[src/rtl/key_pkg.sv]
// key_pkg
//   Shared definitions for the key provider: FSM state encoding and the
//   default key width, decoy key and failure limit.
//   No ports; imported by key_provider and key_deser.
package key_pkg;

    localparam int                       KEY_W_DEF     = 3;
    localparam logic [KEY_W_DEF-1:0]     DECOY_KEY_DEF = 3'b000;
    localparam int                       MAX_FAIL_DEF  = 3;

    typedef enum logic [2:0] {
        IDLE    = 3'd0,
        SHIFT   = 3'd1,
        CHECK   = 3'd2,
        HOLD    = 3'd3,
        LOCKOUT = 3'd4
    } state_t;

endpackage

[src/rtl/key_deser.sv]
// key_deser
//   Deserialises one key frame: KEY_W data bits (LSB first) followed by one
//   even-parity bit. Keeps a running parity so the check is ready as soon as
//   the last beat lands.
// Ports
//   clk, rst_n  : clock, asynchronous active-low reset
//   clear       : restart the frame (bit count, parity, shift register)
//   beat        : accept bit_in this cycle
//   bit_in      : serial bit
//   frame_done  : the current beat is the parity beat
//   data        : deserialised data bits, data[0] = first bit received
//   parity_ok   : even parity holds over data + parity bit
module key_deser
    import key_pkg::*;
#(
    parameter int KEY_W = KEY_W_DEF
) (
    input  logic             clk,
    input  logic             rst_n,
    input  logic             clear,
    input  logic             beat,
    input  logic             bit_in,
    output logic             frame_done,
    output logic [KEY_W-1:0] data,
    output logic             parity_ok
);

    localparam int               CNT_W = $clog2(KEY_W + 2);
    localparam logic [CNT_W-1:0] LAST  = CNT_W'(KEY_W);

    logic [KEY_W:0]   shift;
    logic [CNT_W-1:0] cnt;
    logic             parity;

    // Bits enter at the top and move down, so after KEY_W+1 beats the first
    // bit sits at shift[0] and the parity bit at shift[KEY_W].
    always_ff @(posedge clk or negedge rst_n) begin
        if (!rst_n) begin
            shift  <= '0;
            cnt    <= '0;
            parity <= 1'b0;
        end else if (clear) begin
            shift  <= '0;
            cnt    <= '0;
            parity <= 1'b0;
        end else if (beat) begin
            shift  <= {bit_in, shift[KEY_W:1]};
            cnt    <= (cnt == LAST) ? '0 : cnt + 1'b1;
            parity <= parity ^ bit_in;
        end
    end

    assign frame_done = beat && (cnt == LAST);
    assign data       = shift[KEY_W-1:0];
    assign parity_ok  = ~parity;

endmodule

[src/rtl/key_provider.sv]
// key_provider
//   Drives the unlock key onto a logic-locked core. Loads a framed serial key
//   from NVM, parity-checks it and holds it; drives a decoy key until a good
//   frame lands, and locks out permanently after MAX_FAIL bad frames.
// Ports
//   clk, rst_n : clock, asynchronous active-low reset
//   load_req   : start or restart a key load
//   ser_valid  : serial bit valid
//   ser_data   : serial key bit
//   ser_ready  : a bit is accepted this cycle when ser_valid & ser_ready
//   key        : key bus to the locked core (registered)
//   key_valid  : key holds the loaded frame (registered)
//   key_err    : last frame failed parity, sticky until next load (registered)
//   tamper     : failure limit reached, sticky until reset (registered)
module key_provider
    import key_pkg::*;
#(
    parameter int               KEY_W     = KEY_W_DEF,
    parameter logic [KEY_W-1:0] DECOY_KEY = DECOY_KEY_DEF,
    parameter int               MAX_FAIL  = MAX_FAIL_DEF
) (
    input  logic             clk,
    input  logic             rst_n,
    input  logic             load_req,
    input  logic             ser_valid,
    input  logic             ser_data,
    output logic             ser_ready,
    output logic [KEY_W-1:0] key,
    output logic             key_valid,
    output logic             key_err,
    output logic             tamper
);

    localparam int                FAIL_W = $clog2(MAX_FAIL + 1);
    localparam logic [FAIL_W-1:0] FAIL_LIMIT = FAIL_W'(MAX_FAIL);

    state_t            state;
    logic [FAIL_W-1:0] fail_cnt;
    logic [FAIL_W-1:0] fail_next;
    logic              load_go;
    logic              beat;
    logic              frame_done;
    logic              parity_ok;
    logic [KEY_W-1:0]  frame_data;

    // A load only starts from states that can take one; once tampered it is
    // dropped entirely.
    assign load_go = load_req && !tamper &&
                     (state == IDLE || state == SHIFT || state == HOLD);

    // The load_req cycle itself never accepts a beat.
    assign ser_ready = (state == SHIFT) && !load_req;
    assign beat      = ser_valid && ser_ready;
    assign fail_next = (fail_cnt == FAIL_LIMIT) ? fail_cnt : fail_cnt + 1'b1;

    key_deser #(
        .KEY_W (KEY_W)
    ) u_deser (
        .clk        (clk),
        .rst_n      (rst_n),
        .clear      (load_go),
        .beat       (beat),
        .bit_in     (ser_data),
        .frame_done (frame_done),
        .data       (frame_data),
        .parity_ok  (parity_ok)
    );

    always_ff @(posedge clk or negedge rst_n) begin
        if (!rst_n) begin
            state     <= IDLE;
            fail_cnt  <= '0;
            key       <= DECOY_KEY;
            key_valid <= 1'b0;
            key_err   <= 1'b0;
            tamper    <= 1'b0;
        end else begin
            case (state)
                IDLE, HOLD: begin
                    if (load_go) begin
                        state     <= SHIFT;
                        key       <= DECOY_KEY;
                        key_valid <= 1'b0;
                        key_err   <= 1'b0;
                    end
                end
                SHIFT: begin
                    // A restart aborts the frame without counting a failure.
                    if (load_go) begin
                        key_err <= 1'b0;
                    end else if (frame_done) begin
                        state <= CHECK;
                    end
                end
                CHECK: begin
                    if (parity_ok) begin
                        key       <= frame_data;
                        key_valid <= 1'b1;
                        fail_cnt  <= '0;
                        state     <= HOLD;
                    end else begin
                        key_err  <= 1'b1;
                        fail_cnt <= fail_next;
                        if (fail_next == FAIL_LIMIT) begin
                            tamper <= 1'b1;
                            state  <= LOCKOUT;
                        end else begin
                            state <= IDLE;
                        end
                    end
                end
                LOCKOUT: begin
                    key       <= DECOY_KEY;
                    key_valid <= 1'b0;
                end
                default: begin
                    state     <= LOCKOUT;
                    key       <= DECOY_KEY;
                    key_valid <= 1'b0;
                    tamper    <= 1'b1;
                end
            endcase
        end
    end

endmodule

[config.mk]
export PLATFORM = sky130hd
export DESIGN_NAME = key_provider
export DESIGN_NICKNAME = d
export VERILOG_FILES = /design/src/rtl/key_pkg.sv /design/src/rtl/key_deser.sv /design/src/rtl/key_provider.sv
export SDC_FILE = /design/constraint.sdc
export NUM_CORES = 1
export LEC_CHECK = 0
export ABC_CLOCK_PERIOD_IN_PS = 1800
export CAP_MARGIN = 0
export CORE_UTILIZATION = 50
export CTS_CLUSTER_SIZE = 24
export DETAILED_ROUTE_END_ITERATION = 10
export GPL_TIMING_DRIVEN = 0
export PLACE_DENSITY = 0.76
export SYNTH_ARGS = -nofsm -noshare
export SYNTH_HDL_FRONTEND = slang
export SYNTH_SLANG_ARGS = --single-unit
[constraint.sdc]
create_clock -name clk -period 1.8 [get_ports clk]
set_input_delay 0.36 -clock clk [delete_from_list [all_inputs] [get_ports clk]]
set_output_delay 0.36 -clock clk [all_outputs]
set_load 0.02 [all_outputs]
**Yosys cells after proc, flatten, opt, wreduce, memory -nomap -nowiden**

Cells that the tools add are included.

- Register bits after elaboration: 19
- Input port bits: 5
- Output and inout port bits: 7
- Logic and storage cells: 74

- Add/sub/neg operators: 2
- Equality and inequality tests: 14
- Multiplexer cells: 26
- Bitwise operators: 4
- Reduce and logical (&&, ||, !) cells: 19

Operators with widths:

| kind | number |
|---|---|
| 3-bit two-way mux | 10 |
| 3-bit one-hot mux with 4 select lines | 1 |
| 2-bit != test (second input constant) | 5 |
| 3-bit by 2-bit equality test with 1-bit output (second input constant) | 3 |
| 3-bit one-hot mux with 3 select lines | 1 |
| 3-bit AND reduction | 3 |
| 4-bit two-way mux | 2 |
| 1-bit two-way mux | 7 |
| 1-bit logical AND | 5 |
| 2-bit equality test (second input constant) | 2 |
| 2-bit two-way mux | 2 |
| 2-bit by 1-bit != test with 1-bit output (second input constant) | 2 |
| 1-bit one-hot mux with 2 select lines | 2 |
| 4-bit AND reduction | 1 |
| 2-bit nonzero test | 2 |
| 4-bit OR reduction | 1 |
| 3-bit by 1-bit adder with 3-bit output (second input constant) | 1 |
| 3-bit by 1-bit equality test with 1-bit output (second input constant) | 1 |
| 3-bit equality test (second input constant) | 1 |
| 3-bit logical NOT | 1 |
| 1-bit inverter | 3 |
| 1-bit one-hot mux with 3 select lines | 1 |
| 3-bit OR reduction | 1 |
| 2-bit by 1-bit adder with 2-bit output (second input constant) | 1 |
| 4 further kinds | 6 |

**Longest topological paths before layout**

- Depth after elaboration: 7
- Gate-level depth with buffers: 6
- Mapped depth without buffers: 4

**Hierarchy**

Synthesis repeated with hierarchy kept, for this count alone.

- Cell total of the unflattened synthesis: 84
- Area, all modules: 917.1 um^2

Modules (own cells, without submodules):

| module | times used | cells each | area each (um^2) | seq. area each (um^2) |
|---|---|---|---|---|
| key_provider | 1 | 48 | 499.2 | 275.3 |
| key_deser | 1 | 36 | 417.9 | 200.2 |

**Least setup slack after synthesis**

Ideal clock, no wire load.

- Path kind: register to output
- From: reg state[1]
- To: out ser_ready
- Arrival time: 1.204 ns
- Required time: 1.440 ns
- Path slack: 0.236 ns
- Stages on the path, launching flop included: 5
- Buffers on the path: 2
- Cells stage by stage: dfrtp_1 buf_6 or4b_1 buf_6 clkinv_8

- Cells in the longest elaborated chain, start to end: 2

RTL lines:

| element | RTL line | source |
|---|---|---|
| start, declared | key_provider.sv:37 | `state_t state;` |
| start signal, assigned | key_provider.sv:71 | `state <= IDLE;` |
| start signal, assigned | key_provider.sv:81 | `state <= SHIFT;` |
| start signal, assigned | key_provider.sv:92 | `state <= CHECK;` |
| 3-bit by 1-bit equality test with 1-bit output | key_provider.sv:52 | `assign ser_ready = (state == SHIFT) && !load_req;` |
| 1-bit logical AND | key_provider.sv:52 |  |
| end, declared | key_provider.sv:27 | `output logic ser_ready,` |

Every way passes these cells.

**Worst setup path after layout**

- From: reg state[2]
- To: out ser_ready

The elaborated chain is that of the path after synthesis.

==> results.cfg <==
[sta]
worst_slack_ps = -28.7
tightest_slew_ps = 838
fmax_ghz = 0.547
setup_violations = 1
finalHoldViolCount = 0
slew_viol_final = 0
rsz0062_at_grt = yes
setup_tns_ps = -28.7
slew_headroom_pct = 44.0
period_share_pct = 102
holdWs_ps = 488
fin_skew_ps = 6.40
fin_crit_ps = 1830

[synthesis]
synth.distinct_cells = 32
synth-simple-area-share_pct = 16.1
yosys_warnings = 0
synth_top_family_by_area = compound AO/OA/AOI/OAI gates
yosys.area_share.adder_pct = 1.35
syn-cell-area_sq_um = 925
synth_compound_area_share_pct = 21.7
synth-seq-cells = 19
syn_inst = 91
yosysSeqAreaShare_pct = 51.4
synthMuxAreaShare_pct = 0
synth-xor-area-share_pct = 0.947
avgSynthCellArea_sq_um = 10.2
synth_nets = 97

[global_routing]
antenna_found_initial = 0
globalRouteOverflowTotal = 0
grt_max_degree = 20
grtUsageTotal_pct = 20.6
grt_pass1_vias = 688
grt_pass1_wl_um = 2950

[status]
status = finished, violations left
violations = negative setup slack

[floorplan]
dieArea_sq_um = 2030
start_util_pct = 53.6
row_count = 15
dieHeight_um = 45.0
core-area_sq_um = 1730
die_w_um = 45.0
io_pins = 12

[pwr]
power_switching_share_pct = 25.3
power.density_nw_per_um2 = 643
clkPwrFrac_pct = 29.6
power_frac_comb_pct = 10.9
intPower_mw = 0.550
leakage_nw = 0.503
pwr-share-seq_pct = 59.5
total_power_mw = 0.737
switchingPower_mw = 0.186
ir_drop_v = 0.000386

[layout]
fin_cells = 136
finish.utilization_pct = 66.4
final_common_cell = dfrtp_1
num_antenna_cells = 0
flow.area_growth_from_synthesis_pct = 24.0
drive_gt1_share_pct = 19.8
nNetsFinal = 118
layout_common_cells = dfrtp_1, o21ai_0, a21oi_1

[critical_path]
critPathLaunchType = flop
crit_path_end_kind = output port
crit_arrival_ps = 1470
crit_path_max_fanout = 6
reg2reg_setup_slack_ps = 220
worstSetupPathType = reg2out
critPathRequiredTime_ps = 1440

[drt]
ant_nets = 0
drt-wirelength-per-cell_um = 14.2
drc = 0
wl_um = 1940
dr.first_iter.drc_count = 24
dr.pass1.iters = 4
viasPerCell = 5.55
vias = 755

[cts]
cts_buffer_depth = 2
cts.sinks = 19
insertion_delay_ps = 300
path_clk_slew_ps = 110
cts_buffers = 3
cts_tree = done
cts_max_level = 1
cts-root-buf = clkbuf_4

[place]
dpl.hpwl_um = 1270
portBuffers = 11
routabilityCongestion = 0.745
post-place-cells = 127

[hold_path]
min_path_type = reg2reg

[flow_run]
cap_violations = 0
[flip-flops by register name (all words and copies together), names as in the netlist]
register,cells
u_deser.cnt,3
fail_cnt,2
key_valid,1
state,3
key,3
u_deser.parity,1
key_err,1
u_deser.shift,4
tamper,1
[path summary, 6_finish.rpt]
path,cells after the start,from,end
min in group asynchronous,1,rst_n,key[1]
min,1,key_valid,key_valid
min reg2reg,1,key_valid,key_valid
max,3,state[2],ser_ready
max reg2reg,5,state[2],u_deser.parity
max in group asynchronous,1,rst_n,state[2]
[per-stage QoR]
stage	worst slack, ps	cell area, sq um
3_5_place_dp	-734	1070
3_3_place_gp	-733	1070
4_1_cts	-171	1120
5_1_grt	-85.7	1150
2_1_floorplan	236	925
6_report	-28.7	1150
[synth_stat cells]
cell type,n,area (sq um)
a21o_1,1,7.51
buf_2,2,10.0
a311oi_1,1,8.76
o21bai_1,1,7.51
nand3b_1,1,7.51
buf_4,1,7.51
o21ai_0,10,50.1
a221oi_1,1,8.76
nor4_2,1,12.5
nor3_1,2,10.0
nand4b_1,1,8.76
o32ai_1,1,8.76
clkbuf_1,1,3.75
buf_6,2,22.5
dfrtp_1,19,475
nand2_1,3,11.3
nor2_1,4,15.0
nor2b_1,2,12.5
o221a_2,1,11.3
a22o_1,3,26.3
a21oi_1,10,50.1
a31oi_1,1,6.26
nand2b_1,4,25.0
inv_1,5,18.8
xor2_1,1,8.76
or4b_1,1,10.0
ha_1,1,12.5
a211oi_1,1,7.51
clkinv_8,1,16.3
nor2_2,1,6.26
nand3_1,6,30.0
o31ai_1,1,7.51
[final cells by class]
| class | instances | area [sq um] |
|---|---|---|
| inverter | 6 | 35.0 |
| tap | 25 | 31.3 |
| multi-input combinational | 60 | 379 |
| sequential | 19 | 477 |
| clock inverter | 1 | 5.00 |
| timing repair buffer | 19 | 174 |
| clock buffer | 3 | 22.5 |
| fill | 143 | 581 |
| buffer | 3 | 22.5 |
[logic make-up (layout without fill, tap and decap cells)]
family / Yosys count / in the layout
AOI/OAI and AO/OA: 32 / 32
xor gates and xnor gates: 1 / 1
adders and majority gates: 1 / 1
buffers and inverters: 12 / 32
DFF: 19 / 19
and+or+nand+nor: 26 / 26
[worst max-delay path, stage by stage (launching register included)]
cell and delay [ps]:
dfrtp_2 460, or4b_4 550, clkinv_8 70, buf_8 100
[per-layer routing]
| metal | wire length [um] | share of wire [%] | vias up | global-route usage, % |
|---|---|---|---|---|
| li1 | - | - | 367 | - |
| met1 | 855 | 44 | 367 | 25.8 |
| met2 | 1000 | 52 | 19 | 35.7 |
| met3 | 61 | 3.1 | 2 | 3.60 |
| met4 | 17 | 0.88 | 0 | 7.27 |
| met5 | 0 | 0 | - | 0 |
[power groups by stage]
stage	clock [mW]	sequential [mW]	combinational (mW)
2_1_floorplan	0	0.450	0.0375
3_5_place_dp	0	0.446	0.0761
6_report	0.218	0.438	0.0802
4_1_cts	0.222	0.438	0.0827
3_3_place_gp	0	0.446	0.0741
5_1_grt	0.247	0.439	0.0875
[what timing repair did]
item	in CTS	in global routing
gates cloned	0	0
resized for setup	9	5
setup buffers	3	5
hold endpoints to repair	0	0
hold buffers	0	0
pin swaps	1	1
setup endpoints to repair	1	9
Note: power is estimated with default switching activity, not from simulation.
